File: src/rtl/inv_mix_column_iter.sv
// Iterative AES InvMixColumns: one column-wide inverse-mix unit processes the four columns
// of a latched state over four cycles, then holds the result until the consumer accepts it.
module inv_mix_column_iter (
    input  logic         clk,
    input  logic         rst_n,
    input  logic         in_valid,
    output logic         in_ready,
    input  logic [127:0] in_data,
    output logic         out_valid,
    input  logic         out_ready,
    output logic [127:0] out_data,
    output logic         busy
);

    localparam logic [1:0] StIdle = 2'd0;
    localparam logic [1:0] StBusy = 2'd1;
    localparam logic [1:0] StDone = 2'd2;

    logic [1:0]   fsm_q, fsm_d;
    logic [1:0]   col_q, col_d;
    logic [127:0] state_q, state_d;
    logic [127:0] out_q, out_d;
    logic [31:0]  col_in;
    logic [31:0]  col_out;

    function automatic logic [7:0] xtime(input logic [7:0] b);
        return {b[6:0], 1'b0} ^ (b[7] ? 8'h1b : 8'h00);
    endfunction

    // Multiples 9, b, d, e built from the x2/x4/x8 doubling chain.
    function automatic logic [31:0] inv_mix_col(input logic [31:0] c);
        logic [7:0] s  [4];
        logic [7:0] m9 [4];
        logic [7:0] mb [4];
        logic [7:0] md [4];
        logic [7:0] me [4];
        logic [7:0] x2, x4, x8;
        for (int i = 0; i < 4; i++) begin
            s[i]  = c[31-8*i -: 8];
            x2    = xtime(s[i]);
            x4    = xtime(x2);
            x8    = xtime(x4);
            m9[i] = x8 ^ s[i];
            mb[i] = x8 ^ x2 ^ s[i];
            md[i] = x8 ^ x4 ^ s[i];
            me[i] = x8 ^ x4 ^ x2;
        end
        return {me[0] ^ mb[1] ^ md[2] ^ m9[3],
                m9[0] ^ me[1] ^ mb[2] ^ md[3],
                md[0] ^ m9[1] ^ me[2] ^ mb[3],
                mb[0] ^ md[1] ^ m9[2] ^ me[3]};
    endfunction

    always_comb begin
        col_in = 32'h0;
        case (col_q)
            2'd0:    col_in = state_q[127:96];
            2'd1:    col_in = state_q[95:64];
            2'd2:    col_in = state_q[63:32];
            default: col_in = state_q[31:0];
        endcase
    end

    assign col_out = inv_mix_col(col_in);

    always_comb begin
        fsm_d   = fsm_q;
        col_d   = col_q;
        state_d = state_q;
        out_d   = out_q;
        case (fsm_q)
            StIdle: begin
                if (in_valid) begin
                    state_d = in_data;
                    col_d   = 2'd0;
                    fsm_d   = StBusy;
                end
            end
            StBusy: begin
                case (col_q)
                    2'd0:    out_d[127:96] = col_out;
                    2'd1:    out_d[95:64]  = col_out;
                    2'd2:    out_d[63:32]  = col_out;
                    default: out_d[31:0]   = col_out;
                endcase
                col_d = col_q + 2'd1;
                if (col_q == 2'd3) begin
                    fsm_d = StDone;
                end
            end
            StDone: begin
                if (out_ready) begin
                    fsm_d = StIdle;
                end
            end
            default: fsm_d = StIdle;
        endcase
    end

    always_ff @(posedge clk or negedge rst_n) begin
        if (!rst_n) begin
            fsm_q   <= StIdle;
            col_q   <= 2'd0;
            state_q <= 128'h0;
            out_q   <= 128'h0;
        end else begin
            fsm_q   <= fsm_d;
            col_q   <= col_d;
            state_q <= state_d;
            out_q   <= out_d;
        end
    end

    assign in_ready  = (fsm_q == StIdle);
    assign out_valid = (fsm_q == StDone);
    assign busy      = (fsm_q != StIdle);
    assign out_data  = out_q;

endmodule

File: config.mk
export PLATFORM = sky130hd
export DESIGN_NAME = inv_mix_column_iter
export DESIGN_NICKNAME = d
export VERILOG_FILES = /design/src/rtl/inv_mix_column_iter.sv
export SDC_FILE = /design/constraint.sdc
export NUM_CORES = 1
export LEC_CHECK = 0
export ABC_AREA = 1
export BUFFER_PORTS_ARGS = -buffer_cell sky130_fd_sc_hd__buf_4
export CAP_MARGIN = 10
export CORE_ASPECT_RATIO = 1.4
export CORE_MARGIN = 3
export CORE_UTILIZATION = 45
export CTS_BUF_LIST = sky130_fd_sc_hd__clkbuf_8
export DETAILED_ROUTE_END_ITERATION = 7
export GPL_ROUTABILITY_DRIVEN = 1
export PLACE_DENSITY_LB_ADDON = 0.15
export SLEW_MARGIN = 10
export SYNTH_ARGS = -nofsm -noshare
export SYNTH_HDL_FRONTEND = slang
export SYNTH_SLANG_ARGS = --single-unit
File: constraint.sdc
create_clock -name clk -period 3.3 [get_ports clk]
set_clock_uncertainty 0.05 [all_clocks]
set_input_delay 0.99 -clock clk [delete_from_list [all_inputs] [get_ports clk]]
set_output_delay 0.99 -clock clk [all_outputs]
set_load 0.01 [all_outputs]
==> metrics <==
Die ar.=35700 um2; first-pass GRT wire length=approximately 85 mm; ANT cells=0; nets@finish=roughly 2600; syn avg cell area=~7 um2; most numerous cell in the Yosys netlist=nand2_1; Yosys warnings=0; CP startpoint kind=register; Final Instance Area=18900 um2; drt wl/cell=18.9 um; TritonRoute pass-1 iters=6; CTS max path bufs=3; RSZ-0062 raised after global routing=no; Synth cell types=44; CP Max Fanout=24; final worst path period share=94.7%; Final Hold Fails=0; Slew HR=between 60 and 70%; Worst-Skew Late Latency=a little under 0.6 ns; number of enable flip-flop cells after synthesis=0; Crit Path Class=reg -> reg; largest family of logic cells by synthesized area=simple AND/OR/NAND/NOR gates; Max Fclk=~320 MHz; dominant register cell in the synthesized netlist=dfrtp_1; synth cell count leaders=1233 x nand2_1, 260 x dfrtp_1, 190 x nand3_1; area of the core=32700 um2; Overflow after GRT=0; die height=between 200 and 250 um; Setup TNS=0 ns; Mapped Nets=between 2000 and 2500; Synth Register Bits=260; Critical Path End Type=register; clk slew on worst S/H paths=0.06 ns; synthesized instance count=about 2100; Final Max Slew Viols=0; top cells by area, synth=dfrtp_1 43%, nand2_1 31%, nand3_1 6.3%, xor2_1 4.0%, inv_1 2.1%; Detailed Route Iter0 Violations=1088; Die X=around 160 um; Ports=around 260; critical path required time=3.71 ns; largest net degree at the start of global routing=around 110; ys async rst share=100%; sequential element share of the synthesized area=a little over two fifths; post-synthesis mux area share=0%; DRC viols=0; Post-Synthesis Cell Area=between 15000 and 20000 um2; slew of the pin with the lowest slew margin=0.591 ns; Period minus WS final=3.13 ns; drt total wl=between 50 and 60 mm; number of CTS-inserted buffers=around 40; Yosys top cell by area=dfrtp_1; Setup violations, final=0; RePlAce Congestion=around 1; WHS=~0.31 ns; post-synthesis simple-gate area fraction=about two fifths; Starting Density=between 40% and 50%; hpwl dp=around 43 mm; GRT Resource Usage Total=around 30%; initial antenna violation count=0; Clock Tree Root=clkbuf_8; Synth Area in Compound Gates=roughly 3.4%; clock sinks=260; H-Tree Depth=2; Fillers=about 3100; # rows=a little under 80; Placed Area=between 15000 and 20000 um2; vias in the first global route=between 10000 and 15000; Via-to-Cell Ratio=between 5 and 6; status=complete, no violations; antenna-violating nets left=0; Synth Area in XOR/XNOR=under 10%; via count=roughly 15000; IO buf count=between 200 and 300; area grow syn2layout=26.0%; CP arrival=roughly 3.5 ns; share of cells above drive strength 1=~20%; share of the synthesized area in the top cell type=around 43%; max-cap violation count=0; HP Class=in -> async; CTS tree=yes; Synth Area in Adders=less than 1%; flop2flop setup slack=0.17 ns
## timing repair
| action | CTS | global route |
|---|---|---|
| gates resized for setup | 0 | 14 |
| endpoints found under the setup margin | 0 | 67 |
| hold buffers | 0 | 0 |
| setup buffers | 0 | 6 |
## cell usage in the layout (no fill, tap or decap), drive strengths merged
cell / synthesis / layout
o31ai: 1 / 1
nand2b: 1 / 1
clkinv: 1 / 3
o21bai: 7 / 7
nor2: 63 / 63
buf: 31 / 361
xor2: 74 / 74
a21o: 1 / 1
nand3b: 9 / 9
nand4: 3 / 3
dfrtp: 260 / 260
clkbuf: 40 / 47
a31oi: 1 / 1
a21oi: 9 / 9
ha: 5 / 5
inv: 95 / 110
a22o: 1 / 1
nand3: 190 / 190
xnor3: 1 / 1
nand2: 1259 / 1259
clkinvlp: 0 / 3
or2: 8 / 8
bufinv: 0 / 1
o21ai: 35 / 35
xnor2: 36 / 36
o22ai: 7 / 7
## per-layer routing
layer	vias to the layer above	GRT usage [%]	wire length, um
met4	0	15.8	3340
met3	124	3.43	2370
met1	6958	35.4	21300
met2	488	55.5	28400
li1	7274	-	-
met5	-	0	0
## per-stage QoR
step / util [%] / cells / worst slack [ns]
5_1_grt: 57.9 / 2936 / 0.00342
6_report: 57.9 / 2936 / 0.174
3_3_place_gp: 55.2 / 2862 / 0.143
4_1_cts: 57.6 / 2930 / 0.0937
3_5_place_dp: 55.2 / 2862 / 0.113
2_1_floorplan: - / 2138 / 0.795
## kinds of logic after synthesis
kind of cell	Yosys count
xor gates and xnor gates	111
buffers and inverters	167
adders and majority gates	5
and+or+nand+nor	1533
AOI/OAI and AO/OA	62
DFF	260
## final cells by class
| class | instances | area [um2] | share of cell area, % |
|---|---|---|---|
| clock inverters | 21 | 123 | 0.647 |
| repair buffers | 361 | 2890 | 15.3 |
| inverters | 96 | 374 | 1.97 |
| flip-flops and latches | 260 | 6510 | 34.4 |
| multi-input cells | 1711 | 7850 | 41.4 |
| clock buffers | 47 | 647 | 3.41 |
| well taps | 440 | 551 | 2.91 |
## flip-flops by register name, summed over array words and instances, names as in the netlist
name,count
col_q,2
out_data,128
fsm_q,2
state_q,128
## final timing paths
check | start | endpoint | depth (start not counted)
setup / recovery | col_q[0] | out_data[69] | 19
hold / removal | rst_n | out_data[29] | 1
setup reg to reg | col_q[0] | out_data[69] | 19
hold reg to reg | state_q[104] | state_q[104] | 2
max in group asynchronous | rst_n | state_q[48] | 2
min in group clk | state_q[104] | state_q[104] | 2
## worst max-delay path, cell delays in order, from the launching register on
cell and delay, ns:
dfrtp_2 0.44, inv_1 0.09, ha_1 0.22, buf_12 0.18
nand2_1 0.13, nand2_1 0.13, nor2_1 0.06, nor2_2 0.13
buf_12 0.16, nand2_1 0.09, nand2_2 0.13, nand2_1 0.08
nand2_1 0.19, nand2_1 0.18, nand2_1 0.11, nand3_1 0.16
nand2_1 0.11, nand3_1 0.16, nand3_1 0.13, nand2_1 0.07
Power is not shown: default switching activity piles up to over one toggle a cycle in this logic, so the estimate is an artifact.
